--- config.mk ---
export PLATFORM = sky130hd
export DESIGN_NAME = conv_axis_serializer_flat
export DESIGN_NICKNAME = d
export VERILOG_FILES = /design/src/rtl/conv_axis_serializer_pkg.sv /design/src/rtl/conv_axis_serializer_if.sv /design/src/rtl/conv_axis_serializer.sv /design/src/flat_wrapper.sv
export SDC_FILE = /design/constraint.sdc
export NUM_CORES = 1
export LEC_CHECK = 0
export CAP_MARGIN = 15
export CORE_MARGIN = 2
export CORE_UTILIZATION = 40
export CTS_CLUSTER_DIAMETER = 200
export CTS_CLUSTER_SIZE = 25
export DETAILED_ROUTE_END_ITERATION = 8
export GPL_ROUTABILITY_DRIVEN = 0
export PLACE_DENSITY = 0.78
export SLEW_MARGIN = 5
export SYNTH_ARGS = -nofsm -noshare
export SYNTH_HDL_FRONTEND = slang
export SYNTH_SLANG_ARGS = --single-unit
--- constraint.sdc ---
create_clock -name aclk -period 3.55 [get_ports aclk]
set_input_delay 0.71 -clock aclk [delete_from_list [all_inputs] [get_ports aclk]]
set_output_delay 0.71 -clock aclk [all_outputs]
set_load 0.01 [all_outputs]
--- src/rtl/conv_axis_serializer_pkg.sv ---
// conv_axis_serializer_pkg: shared widths and helpers for the serializer and maxpool stream
package conv_axis_serializer_pkg;

    localparam int DEF_DATA_WIDTH = 16;
    localparam int DEF_CONV_UNITS = 8;
    localparam int DEF_CONV_CORES = 1;

    function automatic int clog2(input int n);
        int r;
        r = 0;
        while ((1 << r) < n) r++;
        return r;
    endfunction

    function automatic int idx_w(input int units);
        return units > 1 ? clog2(units) : 1;
    endfunction

    localparam int DEF_SW    = DEF_DATA_WIDTH * DEF_CONV_CORES;
    localparam int DEF_IDX_W = idx_w(DEF_CONV_UNITS);

endpackage

--- src/rtl/conv_axis_serializer_if.sv ---
// conv_axis_serializer_if: AXI-stream bundle with master/slave views
interface conv_axis_serializer_if
    import conv_axis_serializer_pkg::*;
#(
    parameter int W = DEF_SW
);
    logic         tvalid;
    logic         tready;
    logic [W-1:0] tdata;
    logic         tlast;

    modport master (output tvalid, tdata, tlast, input tready);
    modport slave  (input tvalid, tdata, tlast, output tready);
endinterface

--- src/rtl/conv_axis_serializer.sv ---
// conv_axis_serializer: replays one wide beat as CONV_UNITS narrow beats
module conv_axis_serializer
    import conv_axis_serializer_pkg::*;
#(
    parameter int DATA_WIDTH = DEF_DATA_WIDTH,
    parameter int CONV_UNITS = DEF_CONV_UNITS,
    parameter int CONV_CORES = DEF_CONV_CORES
) (
    input logic                    aclk,
    input logic                    areset,
    conv_axis_serializer_if.slave  s_axis,
    conv_axis_serializer_if.master m_axis
);

    localparam int SW = DATA_WIDTH * CONV_CORES;
    localparam int IDX_W = idx_w(CONV_UNITS);
    localparam logic [IDX_W-1:0] LAST = IDX_W'(CONV_UNITS - 1);

    logic                   full_r;
    logic                   last_r;
    logic [SW*CONV_UNITS-1:0] data_r;
    logic [IDX_W-1:0]       idx_r;
    logic                   at_end;
    logic                   accept;

    // a new wide beat may land in the same cycle the final slice leaves
    always_comb begin
        at_end        = idx_r == LAST;
        s_axis.tready = !full_r || (at_end && m_axis.tready);
        accept        = s_axis.tvalid && s_axis.tready;
        m_axis.tvalid = full_r;
        m_axis.tdata  = data_r[SW*int'(idx_r) +: SW];
        m_axis.tlast  = last_r && at_end;
    end

    // holding register and slice counter
    always_ff @(posedge aclk) begin
        if (areset) begin
            full_r <= 1'b0;
            last_r <= 1'b0;
            data_r <= '0;
            idx_r  <= '0;
        end else if (accept) begin
            full_r <= 1'b1;
            last_r <= s_axis.tlast;
            data_r <= s_axis.tdata;
            idx_r  <= '0;
        end else if (full_r && m_axis.tready) begin
            full_r <= !at_end;
            idx_r  <= at_end ? '0 : idx_r + 1'b1;
        end
    end

endmodule

--- src/flat_wrapper.sv ---
// flat-port wrapper written by rule: the top's interface ports become plain ports
module conv_axis_serializer_flat import conv_axis_serializer_pkg::*;
#(
    parameter int DATA_WIDTH = DEF_DATA_WIDTH,
    parameter int CONV_UNITS = DEF_CONV_UNITS,
    parameter int CONV_CORES = DEF_CONV_CORES
)
  (aclk, areset, s_axis_tvalid, s_axis_tdata, s_axis_tlast, s_axis_tready, m_axis_tvalid, m_axis_tdata, m_axis_tlast, m_axis_tready);
  conv_axis_serializer_if #(.W(128)) s_axis_i ();
  conv_axis_serializer_if #(.W(16)) m_axis_i ();
  input logic aclk;
  input logic areset;
  input wire logic [$bits(s_axis_i.tvalid)-1:0] s_axis_tvalid;
  input wire logic [$bits(s_axis_i.tdata)-1:0] s_axis_tdata;
  input wire logic [$bits(s_axis_i.tlast)-1:0] s_axis_tlast;
  output wire logic [$bits(s_axis_i.tready)-1:0] s_axis_tready;
  output wire logic [$bits(m_axis_i.tvalid)-1:0] m_axis_tvalid;
  output wire logic [$bits(m_axis_i.tdata)-1:0] m_axis_tdata;
  output wire logic [$bits(m_axis_i.tlast)-1:0] m_axis_tlast;
  input wire logic [$bits(m_axis_i.tready)-1:0] m_axis_tready;
  assign s_axis_i.tvalid = s_axis_tvalid;
  assign s_axis_i.tdata = s_axis_tdata;
  assign s_axis_i.tlast = s_axis_tlast;
  assign s_axis_tready = s_axis_i.tready;
  assign m_axis_tvalid = m_axis_i.tvalid;
  assign m_axis_tdata = m_axis_i.tdata;
  assign m_axis_tlast = m_axis_i.tlast;
  assign m_axis_i.tready = m_axis_tready;
  conv_axis_serializer #(.DATA_WIDTH(DATA_WIDTH), .CONV_UNITS(CONV_UNITS), .CONV_CORES(CONV_CORES)) u_core (.aclk(aclk), .areset(areset), .s_axis(s_axis_i), .m_axis(m_axis_i));
endmodule
After elaboration in Yosys (flattened, before gate mapping) --
Cells that the tools add are included.
Storage, ports and cells: bits in registers 133, latch bits 0, bits in writable memories 0, bits in read-only memories 0, input port bits 133, output and inout port bits 19, logic and storage cells 19, memories 0
Cells by class: $add $sub $neg 1, multipliers 0, divide/modulo/power cells 0, $lt $le $gt $ge 0, equal/unequal tests 1, shifts and indexed selects 1, multiplexer cells 3, bitwise operators 0, reductions and logical operators 9
Operators by type and width (number):
- variable part select 128 x 8 -> 16 bit | 1
- logical AND 1 bit | 4
- adder 3 x 1 -> 3 bit (second input constant) | 1
- == test 3 bit (second input constant) | 1
- 2-to-1 mux 3 bit | 1
- logical NOT 1 bit | 2
- 2-to-1 mux 1 bit | 2
- nonzero test 2 bit | 1
- OR reduction 2 bit | 1
- logical OR 1 bit | 1

Longest topological paths before layout --
depth in word-level cells 5, depth in mapped cells 7, mapped depth without buffers 5

Worst setup path before layout --
Ideal clock, no wire load.
path kind register to output, from reg u_core.idx_r[0], to out m_axis_tdata[10], data arrival time 1.440 ns, required time 2.840 ns, path slack 1.400 ns, stages on the path, launching flop included 5, buffers on the path 2, path through dfxtp_1 -> buf_6 -> buf_6 -> mux4_1 -> mux2_2
On the way: cells in the longest elaborated chain, start to end 1
Ends and longest elaborated chain:
- start, declared | RTL line conv_axis_serializer.sv:22 | logic [IDX_W-1:0] idx_r;
- start signal, assigned | RTL line conv_axis_serializer.sv:50 | idx_r <= at_end ? '0 : idx_r + 1'b1;
- variable part select 128 x 8 -> 16 bit | RTL line conv_axis_serializer.sv:32 | m_axis.tdata = data_r[SW*int'(idx_r) +: SW];
- end, declared | RTL line flat_wrapper.sv:18 | output wire logic [$bits(m_axis_i.tdata)-1:0] m_axis_tdata;
Every way passes these cells.

Worst setup path after layout --
from reg u_core.idx_r[0], to out m_axis_tdata[3]
Same word-level chain as after synthesis.

==> impl_metrics.env <==
export IMPL_final_antenna_net_count=0
export IMPL_top_usage_layer="met2"
export IMPL_nets=899
export IMPL_drive_above_1_share_pct=8.24
export IMPL_synth_edf_count=0
export IMPL_hp_class="register to register"
export IMPL_startpoint_type="register"
export IMPL_track_usage_pct=22.2
export IMPL_synth_mux_area_share_pct=16.0
export IMPL_min_path_cells=2
export IMPL_min_period_ns=3.33
export IMPL_die_area_um2=17000
export IMPL_wl_per_cell_um=19.0
export IMPL_num_rows=46
export IMPL_routed_via_density=5.59
export IMPL_rsz0062_at_grt="false"
export IMPL_synth_top_area_share_pct=41.7
export IMPL_synthCells=667
export IMPL_crit_type="register to output port"
export IMPL_syn_nets=802
export IMPL_synthFlopType="dfxtp_1"
export IMPL_setup_tns_ns=0
export IMPL_synth_avg_cell_area_um2=9.58
export IMPL_yosys_warnings=0
export IMPL_cts_resized_gates=0
export IMPL_outcome="finished, final reports clean"
export IMPL_powerDensity_nw_per_um2=464
export IMPL_dieWidth_um=130
export IMPL_period_share_pct=93.8
export IMPL_worst_slew_pin_slew_ns=0.850
export IMPL_finalMaxSlewViolations=0
export IMPL_grt_use_met1_pct=28.4
export IMPL_clk_insertion_delay_late_ns=0.42
export IMPL_start_util_pct=40.5
export IMPL_synth_area_um2=6390
export IMPL_critical_path_endpoint_type="output port"
export IMPL_stdcell_area_um2=8540
export IMPL_port_buffers=151
export IMPL_grt_pass1_vias=5172
export IMPL_power_w=0.00396
export IMPL_synth_top_cell_by_area="dfxtp_1"
export IMPL_dp_cells=961
export IMPL_finalNonFillerCells=996
export IMPL_met2_usage_pct=36.8
export IMPL_cts_tree="yes"
export IMPL_core_area_um2=15800
export IMPL_post_cts_buffers=0
export IMPL_grt_max_degree=260
export IMPL_hold_buffers=0
export IMPL_peakVddDrop_uv=353
export IMPL_drt_total_wl_mm=18.9
export IMPL_synth_simple_area_share_pct=15.8
export IMPL_post_route_util_pct=54.1
export IMPL_synth_top_family_by_area="compound AO/OA/AOI/OAI gates"
export IMPL_worstPathMaxFanout=22
export IMPL_dpl_hpwl_mm=12.7
export IMPL_h_tree_depth=4
export IMPL_p_leak_nw=2.96
export IMPL_ys_seq_area_share_pct=41.7
export IMPL_finalHoldViolations=0
export IMPL_ys_ff_latch=133
export IMPL_max_cap_viol_count=0
export IMPL_synth_most_common_cell="dfxtp_1"
export IMPL_postPlaceCellArea_um2=7930
export IMPL_cts_buffer_depth=2
export IMPL_synth_common_cells="133 x dfxtp_1, 131 x a21oi_1, 129 x nand3b_1, 129 x o21ai_0, 63 x clkbuf_1"
export IMPL_die_h_um=130
export IMPL_slew_headroom_pct=43.3
export IMPL_grt_pass1_wl_mm=28.4
export IMPL_syn2layout_area_growth_pct=33.6
export IMPL_yosys_area_share_xor_xnor_pct=0
export IMPL_cts_reportedPaths_clkPinSlew_ns=0.05
export IMPL_dr_pass1_iters=5
export IMPL_synth_distinct_cells=23
export IMPL_drtIter0Drc=617
export IMPL_cts_root_buffer="clkbuf_16"
export IMPL_required_ns=2.84
export IMPL_grt_ovfl_total=0
export IMPL_use_met3_pct=7.00
export IMPL_antenna_found_initial=3
export IMPL_max_freq_mhz=300
export IMPL_synth_compound_area_share_pct=20.7
export IMPL_synthAdderAreaFrac_pct=0.392
export IMPL_r2r_cells=7
export IMPL_top_level_ports=152
export IMPL_async_flop_share_pct=0
export IMPL_finClkSkew_ns=0.00889
export IMPL_yosys_top_cells_area="dfxtp_1 42%, nand3b_1 15%, mux4_1 11%"
export IMPL_cts_buffers=17
export IMPL_clock_sinks=133
export IMPL_setup_viol=0
export IMPL_cp_arrival_ns=2.62
export IMPL_drc_errors=0
export IMPL_num_vias=5572
cell families (layout without fill, tap and decap cells):
group           Yosys count  count (layout)
compound gates          262             262
fa+ha+maj                 2               2
buf+inv                  83             193
flops                   133             133
mux                      50              50
other cells               0               3
simple gates            137             137
path summary, 6_finish.rpt:
kind	to	slack (ns)	startpoint
worst max-delay path	m_axis_tdata[3]	0.22	u_core.idx_r[0]
worst min-delay path	u_core.last_r	0.47	u_core.last_r
worst max register to register	u_core.data_r[35]	1.15	u_core.idx_r[1]
worst min register to register	u_core.last_r	0.47	u_core.last_r
layout make-up:
class	instances	area, um^2
Clock buffer	20	447
Tap cell	216	270
Timing Repair Buffer	159	1600
Fill cell	1393	7230
Sequential cell	133	2660
Antenna cell	3	7.51
Clock inverter	12	154
Multi-Input combinational cell	451	3380
Inverter	2	8.76
per-stage QoR:
step                hold WS [ns]  setup WS (ns)
finish                     0.473          0.220
global route               0.488          0.104
CTS                        0.472          0.205
detailed placement         0.464          0.646
global placement           0.458          0.690
floorplan                  0.449           1.40
state kept, by name (all words and copies together), names as in the netlist:
register,cells
u_core.idx_r,3
u_core.data_r,128
u_core.last_r,1
u_core.m_axis.tvalid,1
cells in the final DEF, fill, tap and decap left out, types with 3 or more instances in the layout:
master	instances
clkdlybuf4s50_1	149
a21oi_1	131
clkinv_2	4
mux4_1	27
diode_2	3
buf_4	7
o21ai_0	129
mux2_2	16
clkinvlp_4	3
clkbuf_16	17
mux4_2	5
buf_12	3
dfxtp_1	132
nand3b_1	129
bufinv_16	3
routing by layer:
metal	part of all wire, %	up-vias
met3	8.3	19
met4	1.3	2
met1	41	2674
met5	0.053	-
li1	-	2686
met2	49	191
report_power, final:
| part | internal (W) | leakage (nW) | switching, W |
|---|---|---|---|
| Clock | 0.00112 | 0.286 | 0.000666 |
| Sequential | 0.00158 | 1.09 | 0.0000545 |
| Combinational | 0.000304 | 1.58 | 0.000233 |
| Total | 0.00301 | 2.96 | 0.000954 |
worst max-delay path: stages (launching register included):
cell and delay, ns:
dfxtp_2 0.58, buf_12 0.25, mux4_1 0.59, mux2_2 0.30
clkdlybuf4s50_1 0.48
(Power assumes the default switching activity.)
